File: src/rtl/sram_frame_reader_pkg.sv
// Shared animation definitions: pixel type, default frame geometry, reader
// FSM states and the per-pixel line/frame tag.
package sram_frame_reader_pkg;

    localparam int DATA_WIDTH   = 12;
    localparam int FRAME_W      = 64;
    localparam int FRAME_H      = 64;
    localparam int FRAME_PIXELS = FRAME_W * FRAME_H;

    typedef logic [DATA_WIDTH-1:0] pixel_t;

    typedef enum logic [1:0] {
        ST_IDLE  = 2'd0,
        ST_ISSUE = 2'd1,
        ST_DRAIN = 2'd2
    } state_t;

    typedef struct packed {
        logic eol;
        logic eof;
    } tag_t;

    // Counter width that stays at least one bit for degenerate sizes.
    function automatic int clog2_min1(input int n);
        return (n <= 2) ? 1 : $clog2(n);
    endfunction

endpackage

File: src/rtl/sram_frame_reader_if.sv
// Bus bundle of the frame reader: SRAM read port toward memory and the
// pixel stream toward the display/compose logic.
interface sram_frame_reader_if #(
    parameter int DATA_WIDTH = sram_frame_reader_pkg::DATA_WIDTH,
    parameter int ADDR_WIDTH = 16
);
    logic                  sram_en;
    logic                  sram_we;
    logic [ADDR_WIDTH-1:0] sram_addr;
    logic [DATA_WIDTH-1:0] sram_wdata;
    logic [DATA_WIDTH-1:0] sram_rdata;

    logic [DATA_WIDTH-1:0] pix_data;
    logic                  pix_valid;
    logic                  pix_ready;
    logic                  pix_eol;
    logic                  pix_eof;

    modport master (
        output sram_en, sram_we, sram_addr, sram_wdata,
        input  sram_rdata,
        output pix_data, pix_valid, pix_eol, pix_eof,
        input  pix_ready
    );

    modport slave (
        input  sram_en, sram_we, sram_addr, sram_wdata,
        output sram_rdata,
        input  pix_data, pix_valid, pix_eol, pix_eof,
        output pix_ready
    );

endinterface

File: src/rtl/sram_frame_reader_pix_fifo.sv
// Synchronous show-ahead FIFO: dout always presents the oldest entry, and a
// push into a full FIFO is allowed when a pop happens in the same cycle.
module sram_frame_reader_pix_fifo #(
    parameter int WIDTH = 14,
    parameter int DEPTH = 4,
    parameter int CNT_W = $clog2(DEPTH) + 1
) (
    input  logic             clk,
    input  logic             reset,
    input  logic             push,
    input  logic             pop,
    input  logic [WIDTH-1:0] din,
    output logic [WIDTH-1:0] dout,
    output logic [CNT_W-1:0] count,
    output logic             empty,
    output logic             full
);
    localparam int PTR_W = $clog2(DEPTH);

    logic [WIDTH-1:0] mem_q [DEPTH];
    logic [PTR_W-1:0] wr_ptr_q, wr_ptr_d;
    logic [PTR_W-1:0] rd_ptr_q, rd_ptr_d;
    logic [CNT_W-1:0] count_q, count_d;
    logic             do_push;
    logic             do_pop;

    always_comb begin
        do_pop   = pop && (count_q != '0);
        do_push  = push && ((count_q != CNT_W'(DEPTH)) || do_pop);
        wr_ptr_d = wr_ptr_q;
        rd_ptr_d = rd_ptr_q;
        count_d  = count_q;
        if (do_push) begin
            wr_ptr_d = wr_ptr_q + PTR_W'(1);
        end
        if (do_pop) begin
            rd_ptr_d = rd_ptr_q + PTR_W'(1);
        end
        case ({do_push, do_pop})
            2'b10:   count_d = count_q + CNT_W'(1);
            2'b01:   count_d = count_q - CNT_W'(1);
            default: count_d = count_q;
        endcase
    end

    always_ff @(posedge clk) begin
        if (reset) begin
            wr_ptr_q <= '0;
            rd_ptr_q <= '0;
            count_q  <= '0;
        end else begin
            wr_ptr_q <= wr_ptr_d;
            rd_ptr_q <= rd_ptr_d;
            count_q  <= count_d;
        end
    end

    // Storage carries no reset; occupancy alone decides what is valid.
    always_ff @(posedge clk) begin
        if (do_push) begin
            mem_q[wr_ptr_q] <= din;
        end
    end

    assign dout  = mem_q[rd_ptr_q];
    assign count = count_q;
    assign empty = (count_q == '0);
    assign full  = (count_q == CNT_W'(DEPTH));

endmodule

File: src/rtl/sram_frame_reader.sv
// Reads one FRAME_W x FRAME_H frame from the animation SRAM in raster order
// and streams it out as valid/ready pixels tagged with end-of-line/frame.
module sram_frame_reader #(
    parameter int DATA_WIDTH = sram_frame_reader_pkg::DATA_WIDTH,
    parameter int ADDR_WIDTH = 16,
    parameter int FRAME_W    = sram_frame_reader_pkg::FRAME_W,
    parameter int FRAME_H    = sram_frame_reader_pkg::FRAME_H,
    parameter int FIFO_DEPTH = 4
) (
    input  logic                  clk,
    input  logic                  reset,
    input  logic                  start,
    input  logic [ADDR_WIDTH-1:0] base_addr,
    output logic                  busy,
    output logic                  done,
    sram_frame_reader_if.master   bus
);
    import sram_frame_reader_pkg::*;

    localparam int N_PIX = FRAME_W * FRAME_H;
    localparam int X_W   = clog2_min1(FRAME_W);
    localparam int Y_W   = clog2_min1(FRAME_H);
    localparam int N_W   = clog2_min1(N_PIX);
    localparam int CNT_W = $clog2(FIFO_DEPTH) + 1;
    localparam int FW    = DATA_WIDTH + 2;

    state_t                state_q, state_d;
    logic [ADDR_WIDTH-1:0] addr_q, addr_d;
    logic [X_W-1:0]        x_q, x_d;
    logic [Y_W-1:0]        y_q, y_d;
    logic [N_W-1:0]        issued_q, issued_d;
    logic                  inflight_q;
    tag_t                  tag_q;

    logic                  issue;
    logic                  last_x;
    logic                  last_y;
    logic                  last_issue;
    logic [CNT_W-1:0]      credit_used;

    logic [FW-1:0]         fifo_din;
    logic [FW-1:0]         fifo_dout;
    logic [CNT_W-1:0]      fifo_count;
    logic                  fifo_empty;
    logic                  fifo_full;
    logic                  fifo_pop;

    // Credit covers both stored entries and the read still in the SRAM pipe,
    // so the FIFO can never be pushed while full.
    always_comb begin
        credit_used = fifo_count + CNT_W'(inflight_q);
        issue       = (state_q == ST_ISSUE) && (credit_used < CNT_W'(FIFO_DEPTH)) && !fifo_full;
        last_x      = (x_q == X_W'(FRAME_W - 1));
        last_y      = (y_q == Y_W'(FRAME_H - 1));
        last_issue  = issue && (issued_q == N_W'(N_PIX - 1));
    end

    always_comb begin
        state_d  = state_q;
        addr_d   = addr_q;
        x_d      = x_q;
        y_d      = y_q;
        issued_d = issued_q;
        done     = 1'b0;
        case (state_q)
            ST_IDLE: begin
                if (start) begin
                    state_d  = ST_ISSUE;
                    addr_d   = base_addr;
                    x_d      = '0;
                    y_d      = '0;
                    issued_d = '0;
                end
            end
            ST_ISSUE: begin
                if (issue) begin
                    addr_d   = addr_q + ADDR_WIDTH'(1);
                    issued_d = issued_q + N_W'(1);
                    if (last_x) begin
                        x_d = '0;
                        y_d = last_y ? '0 : (y_q + Y_W'(1));
                    end else begin
                        x_d = x_q + X_W'(1);
                    end
                    if (last_issue) begin
                        state_d = ST_DRAIN;
                    end
                end
            end
            ST_DRAIN: begin
                if (fifo_empty && !inflight_q) begin
                    state_d = ST_IDLE;
                    done    = 1'b1;
                end
            end
            default: state_d = ST_IDLE;
        endcase
    end

    always_ff @(posedge clk) begin
        if (reset) begin
            state_q    <= ST_IDLE;
            addr_q     <= '0;
            x_q        <= '0;
            y_q        <= '0;
            issued_q   <= '0;
            inflight_q <= 1'b0;
            tag_q      <= '0;
        end else begin
            state_q    <= state_d;
            addr_q     <= addr_d;
            x_q        <= x_d;
            y_q        <= y_d;
            issued_q   <= issued_d;
            inflight_q <= issue;
            if (issue) begin
                tag_q <= '{eol: last_x, eof: last_x && last_y};
            end
        end
    end

    // The tag travels one cycle behind its read so it lines up with the data.
    assign fifo_din = {bus.sram_rdata, tag_q.eol, tag_q.eof};
    assign fifo_pop = !fifo_empty && bus.pix_ready;

    sram_frame_reader_pix_fifo #(
        .WIDTH (FW),
        .DEPTH (FIFO_DEPTH),
        .CNT_W (CNT_W)
    ) u_pix_fifo (
        .clk   (clk),
        .reset (reset),
        .push  (inflight_q),
        .pop   (fifo_pop),
        .din   (fifo_din),
        .dout  (fifo_dout),
        .count (fifo_count),
        .empty (fifo_empty),
        .full  (fifo_full)
    );

    assign busy = (state_q != ST_IDLE);

    assign bus.sram_en    = issue;
    assign bus.sram_we    = 1'b0;
    assign bus.sram_addr  = addr_q;
    assign bus.sram_wdata = '0;

    // Qualify the head with occupancy so stale storage never leaks out.
    assign bus.pix_valid = !fifo_empty;
    assign bus.pix_data  = fifo_empty ? '0 : fifo_dout[FW-1:2];
    assign bus.pix_eol   = !fifo_empty && fifo_dout[1];
    assign bus.pix_eof   = !fifo_empty && fifo_dout[0];

endmodule

File: src/flat_wrapper.sv
// flat-port wrapper written by rule: the top's interface ports become plain ports
module sram_frame_reader_flat import sram_frame_reader_pkg::*;
#(
    parameter int DATA_WIDTH = sram_frame_reader_pkg::DATA_WIDTH,
    parameter int ADDR_WIDTH = 16,
    parameter int FRAME_W    = sram_frame_reader_pkg::FRAME_W,
    parameter int FRAME_H    = sram_frame_reader_pkg::FRAME_H,
    parameter int FIFO_DEPTH = 4
)
  (clk, reset, start, base_addr, busy, done, bus_sram_en, bus_sram_we, bus_sram_addr, bus_sram_wdata, bus_sram_rdata, bus_pix_data, bus_pix_valid, bus_pix_eol, bus_pix_eof, bus_pix_ready);
  sram_frame_reader_if #(.DATA_WIDTH(DATA_WIDTH), .ADDR_WIDTH(ADDR_WIDTH)) bus_i ();
  input  logic clk;
  input  logic reset;
  input  logic start;
  input  logic [ADDR_WIDTH-1:0] base_addr;
  output logic busy;
  output logic done;
  output wire logic [$bits(bus_i.sram_en)-1:0] bus_sram_en;
  output wire logic [$bits(bus_i.sram_we)-1:0] bus_sram_we;
  output wire logic [$bits(bus_i.sram_addr)-1:0] bus_sram_addr;
  output wire logic [$bits(bus_i.sram_wdata)-1:0] bus_sram_wdata;
  input wire logic [$bits(bus_i.sram_rdata)-1:0] bus_sram_rdata;
  output wire logic [$bits(bus_i.pix_data)-1:0] bus_pix_data;
  output wire logic [$bits(bus_i.pix_valid)-1:0] bus_pix_valid;
  output wire logic [$bits(bus_i.pix_eol)-1:0] bus_pix_eol;
  output wire logic [$bits(bus_i.pix_eof)-1:0] bus_pix_eof;
  input wire logic [$bits(bus_i.pix_ready)-1:0] bus_pix_ready;
  assign bus_sram_en = bus_i.sram_en;
  assign bus_sram_we = bus_i.sram_we;
  assign bus_sram_addr = bus_i.sram_addr;
  assign bus_sram_wdata = bus_i.sram_wdata;
  assign bus_i.sram_rdata = bus_sram_rdata;
  assign bus_pix_data = bus_i.pix_data;
  assign bus_pix_valid = bus_i.pix_valid;
  assign bus_pix_eol = bus_i.pix_eol;
  assign bus_pix_eof = bus_i.pix_eof;
  assign bus_i.pix_ready = bus_pix_ready;
  sram_frame_reader #(.DATA_WIDTH(DATA_WIDTH), .ADDR_WIDTH(ADDR_WIDTH), .FRAME_W(FRAME_W), .FRAME_H(FRAME_H), .FIFO_DEPTH(FIFO_DEPTH)) u_core (.clk(clk), .reset(reset), .start(start), .base_addr(base_addr), .busy(busy), .done(done), .bus(bus_i));
endmodule
File: config.mk
export PLATFORM = sky130hd
export DESIGN_NAME = sram_frame_reader_flat
export DESIGN_NICKNAME = d
export VERILOG_FILES = /design/src/rtl/sram_frame_reader_pkg.sv /design/src/rtl/sram_frame_reader_if.sv /design/src/rtl/sram_frame_reader_pix_fifo.sv /design/src/rtl/sram_frame_reader.sv /design/src/flat_wrapper.sv
export SDC_FILE = /design/constraint.sdc
export NUM_CORES = 1
export LEC_CHECK = 0
export CORE_AREA = 4 4 118 131
export DETAILED_ROUTE_END_ITERATION = 7
export DIE_AREA = 0 0 122 135
export PLACE_DENSITY = 0.68
export SYNTH_ARGS = -nofsm -noshare
export SYNTH_HDL_FRONTEND = slang
export SYNTH_SLANG_ARGS = --single-unit
File: constraint.sdc
create_clock -name clk -period 2.5 [get_ports clk]
set_input_delay 0.5 -clock clk [delete_from_list [all_inputs] [get_ports clk]]
set_output_delay 0.5 -clock clk [all_outputs]
set_load 0.01 [all_outputs]
==> flow_summary.ini <==
[run_status]
outcome = finished, final reports clean

[timing]
setup_repair_after_global_routing_missed_its_margin = no
period_minus_slack_ps = 2390
finClkSkew_ps = 5.502
layout_setup_ws_ps = 110.2
max_freq_mhz = 418.4
tns_ps = 0
transition_at_the_pin_with_the_smallest_max_transition_slack_ps = 726.9
number_of_pins_with_negative_max_slew_slack_in_the_final_report = 0
worst_case_headroom_to_the_max_slew_limit_pct = 51.54
finalCritPeriodShare_pct = 95.59
setup-violations-final = 0
final-hold-violation-count = 0

[grt]
grt_pass1_vias = 3671
number_of_antenna_violations_at_the_first_check_in_global_routing = 0
met2_usage_pct = 22.39
global_route.usage.met3_pct = 4.231
pin_count_of_the_biggest_net_entering_global_routing = 32
overflow = 0
grt_first_pass_wirelength_mm = 17.80
global_route_usage_sum_pct = 13.36
gr-usage-met1_pct = 17.07
gr-max-usage-layer = met2

[finish]
final_cells = 713
n_diodes = 0
area_growth_pct = 23.29
final_layout_size_suffix_gt1_share_pct = 10.94
n_fill_cell = 1350
num-nets-final = 557

[pwr]
cell_internal_power_dissipation_mw = 3.324
worst_ir_drop_vdd_v = 0.0003668
sw_frac_of_total_pct = 29.55
combinational_cell_fraction_of_total_power_pct = 26.2
p_leak_nw = 2.136
powerDensity_nw_per_um2 = 764.4
sequentialPowerShare_pct = 44.4
p_switching_mw = 1.394
report.power.total_mw = 4.718
clock_power_share_pct = 29.4

[critical_path]
kind_of_start_point_of_the_critical_path = flop
timing.critical_path.from = u_core.u_pix_fifo.count[0]$_SDFFE_PP0P_
worstSetupPathType = reg -> out
worst_ep_arrival_time_ps = 1890
worst-path-max-fanout = 6
endpoint_kind = output pin
critical_path_required_ps = 2000
reg2reg_setup_slack_ps = 580
regToRegStartpoint = u_core.state_q[0]$_SDFFE_PP0P_
r2r_cells = 6
crit-reg2reg-capture = u_core.bus.sram_addr[6]$_SDFFE_PP0P_

[drt]
drt_pass1_iterations = 5
drtAntennaViolNets = 0
vias = 3621
routed_wire_length_per_instance_um = 14.65
post-route-drc-count = 0
route.detailed.vias_per_inst = 5.079
detail_route.iter0.violations = 258
routed_wl_mm = 10.44

[clock_network]
cts.sink_count = 110
cts-root-to-sink-buffers = 2
latest_clock_arrival_within_the_worst_skew_pair_ps = 340
cts_tree = built
clockRootBuffer = sky130_fd_sc_hd__clkbuf_16
post_cts_buffers = 0
cts_max_level = 3
clkTransAtPathRegs_ps = 70
number_of_buffers_added_by_the_clock_tree_synthesis_step = 9

[logic_synthesis]
synth_largest_type_area_fraction_pct = 33.59
synth_ff_type = sky130_fd_sc_hd__edfxtp_1
netlist_instances = 448
yosys.cell_count.top_type = sky130_fd_sc_hd__edfxtp_1
yosys.area.top_type = sky130_fd_sc_hd__edfxtp_1
netlist_top_cells_count = sky130_fd_sc_hd__edfxtp_1 (56), sky130_fd_sc_hd__dfxtp_1 (54), sky130_fd_sc_hd__nand2_1 (41)
postSynthAreaPerCell_um2 = 11.17
synth_seq_cells = 110
synth.yosys.warnings = 0
count_of_distinct_cell_types_in_the_synthesized_netlist = 56
syn-cell-area_um2 = 5006
synth_edf_count = 56
synth.yosys.seq_area_share_pct = 55.19
synth.top_cells.by_area = sky130_fd_sc_hd__edfxtp_1 (34%), sky130_fd_sc_hd__dfxtp_1 (22%), sky130_fd_sc_hd__mux4_2 (6.3%)
synth_async_sr_flop_share_pct = 0

[floorplanning]
num_io_pins = 79
fp.dieH_um = 135
coreArea_um2 = 14220
die_width_um = 122
num_rows = 46
design.die.area_um2 = 16470
initial_utilization_pct = 35.21

[placed_design]
gp_routability_congestion = 0.8421
place.detailed.instances = 697
dpl.hpwl_mm = 7.402
port_buffers = 65
post-place-ws_ps = 137.2

[worst_hold_path]
worst_hold_startpoint = u_core.y_q[1]$_SDFFE_PP0P_
hold_path_depth = 2
hold_path.class = reg -> reg
holdPathEnd = u_core.y_q[1]$_SDFFE_PP0P_

[job]
max-cap-violations = 0
==> placed cells by master, fill, tap and decap left out, types with 7 or more instances in the layout <==
master | synthesis | routed
sky130_fd_sc_hd__a21oi_1 | 37 | 37
sky130_fd_sc_hd__and2_1 | 22 | 22
sky130_fd_sc_hd__and3_1 | 7 | 7
sky130_fd_sc_hd__buf_4 | 14 | 16
sky130_fd_sc_hd__clkbuf_16 | 0 | 9
sky130_fd_sc_hd__clkdlybuf4s50_1 | 0 | 50
sky130_fd_sc_hd__conb_1 | 1 | 13
sky130_fd_sc_hd__dfxtp_1 | 54 | 51
sky130_fd_sc_hd__dlygate4sd2_1 | 0 | 14
sky130_fd_sc_hd__edfxtp_1 | 56 | 56
sky130_fd_sc_hd__ha_1 | 8 | 8
sky130_fd_sc_hd__inv_1 | 8 | 8
sky130_fd_sc_hd__mux4_2 | 14 | 14
sky130_fd_sc_hd__nand2_1 | 41 | 41
sky130_fd_sc_hd__nand3_1 | 17 | 17
sky130_fd_sc_hd__nor2_1 | 22 | 22
sky130_fd_sc_hd__o21ai_0 | 22 | 22
sky130_fd_sc_hd__or3_1 | 16 | 15
==> sequential cells by signal (all words and copies together) (netlist names), named ones only <==
register / flops
u_core.u_pix_fifo.count: 3
u_core.inflight_q: 1
u_core.fifo_din: 2
u_core.u_pix_fifo.rd_ptr_q: 2
u_core.state_q: 2
u_core.u_pix_fifo.mem_q: 56
u_core.x_q: 6
u_core.u_pix_fifo.wr_ptr_q: 2
u_core.y_q: 6
u_core.bus.sram_addr: 16
u_core.issued_q: 12
==> power groups by stage <==
| stage | combinational, mW | clock [mW] | sequential [mW] |
|---|---|---|---|
| 3_5_place_dp | 1.32 | 0 | 2.13 |
| 2_1_floorplan | 0.745 | 0 | 2.11 |
| 5_1_grt | 1.36 | 1.52 | 2.11 |
| 4_1_cts | 1.25 | 1.42 | 2.09 |
| 6_report | 1.24 | 1.39 | 2.09 |
| 3_3_place_gp | 1.29 | 0 | 2.12 |
==> per-stage QoR <==
stage                     utilization [%]  area [um^2]  hold WS, ps
after detailed placement            41.37         5881        469.9
after CTS                           43.37         6166        479.2
final                               43.42         6172        478.5
after global placement              41.37         5881        456.0
after global routing                43.42         6172        509.1
after floorplan                         -         5051        444.0
==> worst max path at each step <==
| stage | to | slack [ps] |
|---|---|---|
| 2_1_floorplan | bus_pix_data[10] | 400 |
| 3_3_place_gp | u_core.issued_q[0]$_SDFFE_PP0P_ | 180 |
| 3_5_place_dp | u_core.u_pix_fifo.mem_q[0][7]$_DFFE_PP_ | 140 |
| 4_1_cts | done | 10 |
| 5_1_grt | bus_sram_en | 5 |
| 6_report | bus_sram_en | 110 |
==> critical path, cell delays in order, from the launching register on <==
cell and delay (ps):
sky130_fd_sc_hd__dfxtp_2 400, sky130_fd_sc_hd__nand3_2 100, sky130_fd_sc_hd__xnor2_2 260, sky130_fd_sc_hd__nand2_1 120
sky130_fd_sc_hd__inv_1 80, sky130_fd_sc_hd__clkdlybuf4s50_1 590
==> cell type report <==
cell class / instances / area (um^2) / area share (%)
flip-flops and latches: 110 / 2766 / 44.82
multi-input cells: 305 / 2062 / 33.41
repair buffers: 82 / 775.7 / 12.57
well taps: 192 / 240.2 / 3.892
clock buffers: 9 / 225.2 / 3.649
clock inverters: 7 / 72.57 / 1.176
inverters: 8 / 30.03 / 0.4865
==> timing repair <==
action	4_1_cts	5_1_grt
resized for setup	15	4
endpoints found under the setup margin	15	2
pin swaps	0	1
hold buffers	0	0
==> metal layers <==
metal / part of all wire [%] / vias to the layer above
met4: 0.78 / 0
met2: 47 / 126
met3: 6.5 / 7
met1: 45 / 1715
li1: - / 1773
met5: 0 / -
==> cells by family (layout without fill, tap and decap cells) <==
logic type / count (synthesis) / after routing / share of synthesized area (%)
xor gates and xnor gates: 12 / 12 / 2.249
DFF: 110 / 110 / 55.19
AOI/OAI and AO/OA: 96 / 96 / 11.95
other: 1 / 13 / 0.07491
muxes: 14 / 14 / 6.298
adders and majority gates: 9 / 9 / 2.399
and+or+nand+nor: 161 / 161 / 17.22
buffers and inverters: 45 / 106 / 4.624
No activity file was read; power rests on OpenSTA's default activity.
